--- config.mk ---
export PLATFORM = sky130hd
export DESIGN_NAME = sm_egress_reader
export DESIGN_NICKNAME = d
export VERILOG_FILES = /design/src/rtl/sm_egress_reader_pkg.sv /design/src/rtl/sm_egress_fifo.sv /design/src/rtl/sm_egress_reader.sv
export SDC_FILE = /design/constraint.sdc
export NUM_CORES = 1
export LEC_CHECK = 0
export CAP_MARGIN = 20
export CORE_UTILIZATION = 50
export DETAILED_ROUTE_END_ITERATION = 8
export GPL_TIMING_DRIVEN = 0
export PLACE_DENSITY = 0.71
export SLEW_MARGIN = 25
export SYNTH_ARGS = -nofsm -noshare
export SYNTH_HDL_FRONTEND = slang
export SYNTH_SLANG_ARGS = --single-unit
--- constraint.sdc ---
create_clock -name clk -period 2.9 [get_ports clk]
set_clock_uncertainty 0.15 [all_clocks]
set_input_delay 0.58 -clock clk [delete_from_list [all_inputs] [get_ports clk]]
set_output_delay 0.58 -clock clk [all_outputs]
set_load 0.05 [all_outputs]
--- src/rtl/sm_egress_reader_pkg.sv ---
// Shared switch definitions: FSM state encodings, data width and descriptor field widths.
// Used by both the ingress write path and the egress reader.
package sm_egress_reader_pkg;

  localparam int DATA_WIDTH = 16;
  localparam int ADDR_WIDTH = 10;
  localparam int LEN_WIDTH  = 6;

  typedef enum logic [1:0] {
    ST_IDLE  = 2'd0,
    ST_READ  = 2'd1,
    ST_DRAIN = 2'd2
  } state_e;

endpackage

--- src/rtl/sm_egress_fifo.sv ---
// Show-ahead synchronous FIFO: dout presents the head word whenever !empty.
// Writers must not push when full; the egress credit scheme guarantees this.
module sm_egress_fifo #(
  parameter int W     = 18,
  parameter int DEPTH = 4
) (
  input  logic                       clk,
  input  logic                       rst_n,
  input  logic                       push,
  input  logic [W-1:0]               din,
  input  logic                       pop,
  output logic [W-1:0]               dout,
  output logic                       empty,
  output logic [$clog2(DEPTH):0]     count
);

  localparam int AW = $clog2(DEPTH);

  logic [W-1:0]  mem_q [DEPTH];
  logic [AW-1:0] wr_ptr_reg;
  logic [AW-1:0] rd_ptr_reg;
  logic [AW:0]   count_reg;
  logic          pop_ok;

  assign empty  = (count_reg == '0);
  assign count  = count_reg;
  assign pop_ok = pop && !empty;
  // Storage is not reset, so mask the head until something has been written.
  assign dout   = empty ? '0 : mem_q[rd_ptr_reg];

  always_ff @(posedge clk) begin
    if (push) begin
      mem_q[wr_ptr_reg] <= din;
    end
  end

  always_ff @(posedge clk or negedge rst_n) begin
    if (!rst_n) begin
      wr_ptr_reg <= '0;
      rd_ptr_reg <= '0;
      count_reg  <= '0;
    end else begin
      if (push) begin
        wr_ptr_reg <= wr_ptr_reg + AW'(1);
      end
      if (pop_ok) begin
        rd_ptr_reg <= rd_ptr_reg + AW'(1);
      end
      case ({push, pop_ok})
        2'b10:   count_reg <= count_reg + (AW+1)'(1);
        2'b01:   count_reg <= count_reg - (AW+1)'(1);
        default: count_reg <= count_reg;
      endcase
    end
  end

endmodule

--- src/rtl/sm_egress_reader.sv ---
// Egress reader: fetches a packet from shared memory and streams it on one tx port.
// Optional EGRESS_PKT_CNT_EN adds a 16-bit wrapping count of transmitted packets.
module sm_egress_reader #(
  parameter int DATA_WIDTH = sm_egress_reader_pkg::DATA_WIDTH,
  parameter int ADDR_WIDTH = sm_egress_reader_pkg::ADDR_WIDTH,
  parameter int LEN_WIDTH  = sm_egress_reader_pkg::LEN_WIDTH,
  parameter int RD_LAT     = 2,
  parameter int FIFO_DEPTH = 4
) (
  input  logic                  clk,
  input  logic                  rst_n,
  input  logic                  desc_valid,
  output logic                  desc_ready,
  input  logic [ADDR_WIDTH-1:0] desc_addr,
  input  logic [LEN_WIDTH-1:0]  desc_len,
  output logic                  mem_rd_en,
  output logic [ADDR_WIDTH-1:0] mem_rd_addr,
  input  logic [DATA_WIDTH-1:0] mem_rd_data,
  output logic                  tx_valid,
  input  logic                  tx_ready,
  output logic [DATA_WIDTH-1:0] tx_data,
  output logic                  tx_sop,
  output logic                  tx_eop,
  output logic                  free_valid,
  output logic [ADDR_WIDTH-1:0] free_addr
`ifdef EGRESS_PKT_CNT_EN
  ,
  output logic [15:0]           tx_pkt_cnt
`endif
);

  import sm_egress_reader_pkg::*;

  localparam int CW = $clog2(FIFO_DEPTH) + 1;
  localparam int OW = CW + 8;

  state_e                state_reg;
  logic [ADDR_WIDTH-1:0] base_reg;
  logic [LEN_WIDTH-1:0]  len_reg;
  logic [LEN_WIDTH-1:0]  issued_reg;
  logic [RD_LAT-1:0]     pipe_vld_reg;
  logic [RD_LAT-1:0]     pipe_sop_reg;
  logic [RD_LAT-1:0]     pipe_eop_reg;

  logic [CW-1:0]           fifo_count;
  logic                    fifo_empty;
  logic [DATA_WIDTH+1:0]   fifo_dout;
  logic [OW-1:0]           inflight;
  logic [OW-1:0]           occupancy;
  logic                    rd_fire;
  logic                    rd_last;
  logic                    tx_fire;
  logic                    eop_fire;

  always_comb begin
    inflight = '0;
    for (int i = 0; i < RD_LAT; i++) begin
      inflight = inflight + OW'(pipe_vld_reg[i]);
    end
  end

  // Reads in flight reserve FIFO space, so the FIFO can never overflow.
  assign occupancy   = OW'(fifo_count) + inflight;
  assign rd_fire     = (state_reg == ST_READ) && (occupancy < OW'(FIFO_DEPTH));
  assign rd_last     = ((issued_reg + LEN_WIDTH'(1)) == len_reg);
  assign mem_rd_en   = rd_fire;
  assign mem_rd_addr = base_reg + ADDR_WIDTH'(issued_reg);
  assign desc_ready  = (state_reg == ST_IDLE);

  assign tx_valid = !fifo_empty;
  assign {tx_sop, tx_eop, tx_data} = fifo_dout;
  assign tx_fire  = tx_valid && tx_ready;
  assign eop_fire = tx_fire && tx_eop;

  always_ff @(posedge clk or negedge rst_n) begin
    if (!rst_n) begin
      state_reg  <= ST_IDLE;
      base_reg   <= '0;
      len_reg    <= '0;
      issued_reg <= '0;
      free_valid <= 1'b0;
      free_addr  <= '0;
    end else begin
      free_valid <= 1'b0;
      case (state_reg)
        ST_IDLE: begin
          if (desc_valid) begin
            base_reg   <= desc_addr;
            len_reg    <= desc_len;
            issued_reg <= '0;
            state_reg  <= (desc_len == '0) ? ST_DRAIN : ST_READ;
          end
        end
        ST_READ: begin
          if (rd_fire) begin
            issued_reg <= issued_reg + LEN_WIDTH'(1);
            if (rd_last) begin
              state_reg <= ST_DRAIN;
            end
          end
        end
        ST_DRAIN: begin
          if ((len_reg == '0) || eop_fire) begin
            free_valid <= 1'b1;
            free_addr  <= base_reg;
            state_reg  <= ST_IDLE;
          end
        end
        default: state_reg <= ST_IDLE;
      endcase
    end
  end

  // Tracking pipe mirrors the memory latency so framing meets its data at the tail.
  always_ff @(posedge clk or negedge rst_n) begin
    if (!rst_n) begin
      pipe_vld_reg <= '0;
      pipe_sop_reg <= '0;
      pipe_eop_reg <= '0;
    end else begin
      pipe_vld_reg[0] <= rd_fire;
      pipe_sop_reg[0] <= (issued_reg == '0);
      pipe_eop_reg[0] <= rd_last;
      for (int i = 1; i < RD_LAT; i++) begin
        pipe_vld_reg[i] <= pipe_vld_reg[i-1];
        pipe_sop_reg[i] <= pipe_sop_reg[i-1];
        pipe_eop_reg[i] <= pipe_eop_reg[i-1];
      end
    end
  end

  sm_egress_fifo #(
    .W     (DATA_WIDTH + 2),
    .DEPTH (FIFO_DEPTH)
  ) u_fifo (
    .clk   (clk),
    .rst_n (rst_n),
    .push  (pipe_vld_reg[RD_LAT-1]),
    .din   ({pipe_sop_reg[RD_LAT-1], pipe_eop_reg[RD_LAT-1], mem_rd_data}),
    .pop   (tx_fire),
    .dout  (fifo_dout),
    .empty (fifo_empty),
    .count (fifo_count)
  );

`ifdef EGRESS_PKT_CNT_EN
  always_ff @(posedge clk or negedge rst_n) begin
    if (!rst_n) begin
      tx_pkt_cnt <= '0;
    end else if (eop_fire) begin
      tx_pkt_cnt <= tx_pkt_cnt + 16'd1;
    end
  end
`endif

endmodule

==> run metrics <==
final non-filler cell total 626; cell taking the most area after synthesis edfxtp_1; commonest non-fill, non-tap cells in the layout edfxtp_1 (72), nand2_1 (55), clkdlybuf4s50_1 (47); Post-synth EDFFs 72; Post-Syn Area 0.00527 mm²; Total Die Area 0.0109 mm²; fmax 316 MHz; GRT Util Overall 21.1%; gpl congestion 0.790; Cells after Synth 368; Slew headroom 36.7%; Max IR drop VDD 1040 µV; vias post-DR 3,310; ranking of synthesized cells by area edfxtp_1 (41%), dfrtp_1 (23%), mux4_2 (7.7%), nand2_1 (3.9%), ha_1 (3.3%); prevailing post-synth register cell edfxtp_1; Worst-Skew Late Latency 0.52 ns; Synth cell types 49; Synth Area per Inst 14.3 µm²; commonest non-fill, non-tap cell in the layout edfxtp_1; period utilisation layout 109%; WHS 0.197 ns; DP HPWL 6590 µm; Area Growth Syn to Fin 34.4%; Tightest Pin Transition 0.950 ns; die width 105 µm; CORE AREA 0.0103 mm²; ANT cells 0; #FFs+latches synth 120; Max stage delay on crit path 0.50 ns; WP data required 2.17 ns; r2r setup slk 0.55 ns; first-pass GRT wire length 17,200 µm; largest net degree at the start of global routing 49; setup violators final 6; fraction of layout cells with a size suffix above 1 28.2%; TritonCTS clock tree yes; CP max FO 5; H-tree depth 4; worst min path class register to register; clock-pin slew of the registers on the worst-case setup and hold paths 0.06 ns; post-synth top area share 41.0%; Critical Path End mem_rd_addr[8]; final net count 529; max reg flops 72; reg-to-reg startpoint u_fifo.count[1]; worst endpoint data arrival time 2.43 ns; fin worst setup slack -0.264 ns; CP Depth 9; Initial DRT Pass Iterations 4; Bufs on Longest Clock Path 2; row count 37; vias in the first global route 3,481; WL/cell 17.1 µm; status complete, but fails checks; final instance area 0.00708 mm²; failing checks negative setup slack; CTS buffer count 17; Reg2Reg Depth 7; FF-to-FF End u_fifo.count[1]; DIE HEIGHT 105 µm; DRT iter0 DRCs 148; final number of hold-violating endpoints 0; minimum clock period 3.16 ns; Remaining DRCs 0; Post-synth ARST share 40.0%; initial antenna violation count 0; register area share after synthesis 63.8%; grt total ovfl 0; post-route antenna net violation count 0; syn_nets 420; initial core utilization 51.3%; CP Capture Type output port; RSZ-0062 raised after global routing yes; Vias/cell 5.29; crit start category register; WS Path Type register to output port; Cell Count Post-Placement 581; clk sinks 120; CP cell instances ha_4 -> inv_2 -> fa_2 -> nor2b_2 -> o21ai_2 -> a21boi_2 -> or4b_4 -> nand3_4 -> buf_8; Bufs and invs on worst path 2; total wire length 10,700 µm; PwrDens 1330 mW/mm²; Crit path max-delay family simple AND/OR/NAND/NOR gates; Buffers on Ports 77; Slew Viols, Final 0; CP startpoint issued_reg[0]; Ys Warns 0; dpl cell area 0.00621 mm²; leakage dissipation 2.85 nW; I/O pin count 78; CTS root buffer clkbuf_8; maxcap violations 0; Critical-path top delay cell or4b_4
==> per-stage QoR <==
stage / setup TNS [ns] / util (%) / setup WS [ns] / power [W]
after floorplan: 0 / - / 0.0696 / 0.00563
after global routing: -1.41 / 68.9 / -0.351 / 0.00993
after CTS: -0.930 / 67.7 / -0.356 / 0.00930
after global placement: -19.88 / 60.4 / -0.620 / 0.00685
after detailed placement: -5.97 / 60.4 / -0.637 / 0.00693
final: -0.689 / 68.9 / -0.264 / 0.00945
==> layer usage <==
layer	vias up	track usage, %	wire (µm)
met5	-	0	0
met4	0	7.85	150
met3	14	5.24	462
met2	92	36.0	5420
met1	1654	26.0	4650
li1	1550	-	-
==> cell usage after synthesis, types with 2 or more instances <==
master,instances
ha_1,14
o21ai_0,12
o31ai_1,4
buf_6,2
mux2_4,9
xnor2_1,10
nor3b_1,4
nor4_1,2
nor2b_1,2
nand3_1,7
or4_1,3
nor3_1,4
nor2_1,8
a31oi_1,2
o21ai_1,3
a21o_1,3
and2_1,27
dfrtp_1,48
buf_2,2
fa_1,2
a21oi_1,2
mux4_2,18
nand2_1,55
clkbuf_1,7
inv_1,15
xor2_1,8
o211ai_1,2
edfxtp_1,72
==> where the power goes <==
part,internal [W],leakage [nW],switching (W)
registers,0.00234,1.27,0.000325
clock network,0.00149,0.309,0.000757
logic,0.00177,1.28,0.00276
==> cells by family after synthesis <==
group	Yosys count	synth area share [%]
multiplexers	28	10.5
XOR/XNOR	18	2.99
adder cells (fa/ha/maj)	16	4.09
AND/OR/NAND/NOR	122	11.8
flip-flops	120	63.8
AO/OA/AOI/OAI	35	4.18
buffers and inverters	29	2.61
==> worst min path at each step <==
stage / start / end / slack (ns) / cells after the start
after detailed placement: pipe_eop_reg[0] / pipe_eop_reg[1] / 0.19 / 0
final: pipe_eop_reg[0] / pipe_eop_reg[1] / 0.20 / 0
after CTS: pipe_eop_reg[0] / pipe_eop_reg[1] / 0.20 / 0
after global placement: pipe_eop_reg[0] / pipe_eop_reg[1] / 0.19 / 0
after global routing: pipe_eop_reg[0] / pipe_eop_reg[1] / 0.21 / 0
after floorplan: rst_n / base_reg[0] / 0.13 / 0
==> repair_timing <==
item / 4_1_cts / 5_1_grt
buffers inserted: 8 / 4
gates cloned: 0 / 2
pin swaps: 8 / 12
gates resized for setup: 158 / 30
endpoints found under the setup margin: 29 / 21
hold buffers: 1 / 0
endpoints found under the hold margin: 48 / 0
==> final cells by class <==
type	instances	area [µm²]
Inverter	16	60.1
Timing Repair Buffer	91	865
Tap cell	136	170
Multi-Input combinational cell	219	1870
Fill cell	747	3200
Buffer	12	109
Sequential cell	120	3370
Clock inverter	15	224
Clock buffer	17	414
(Power assumes the default switching activity.)
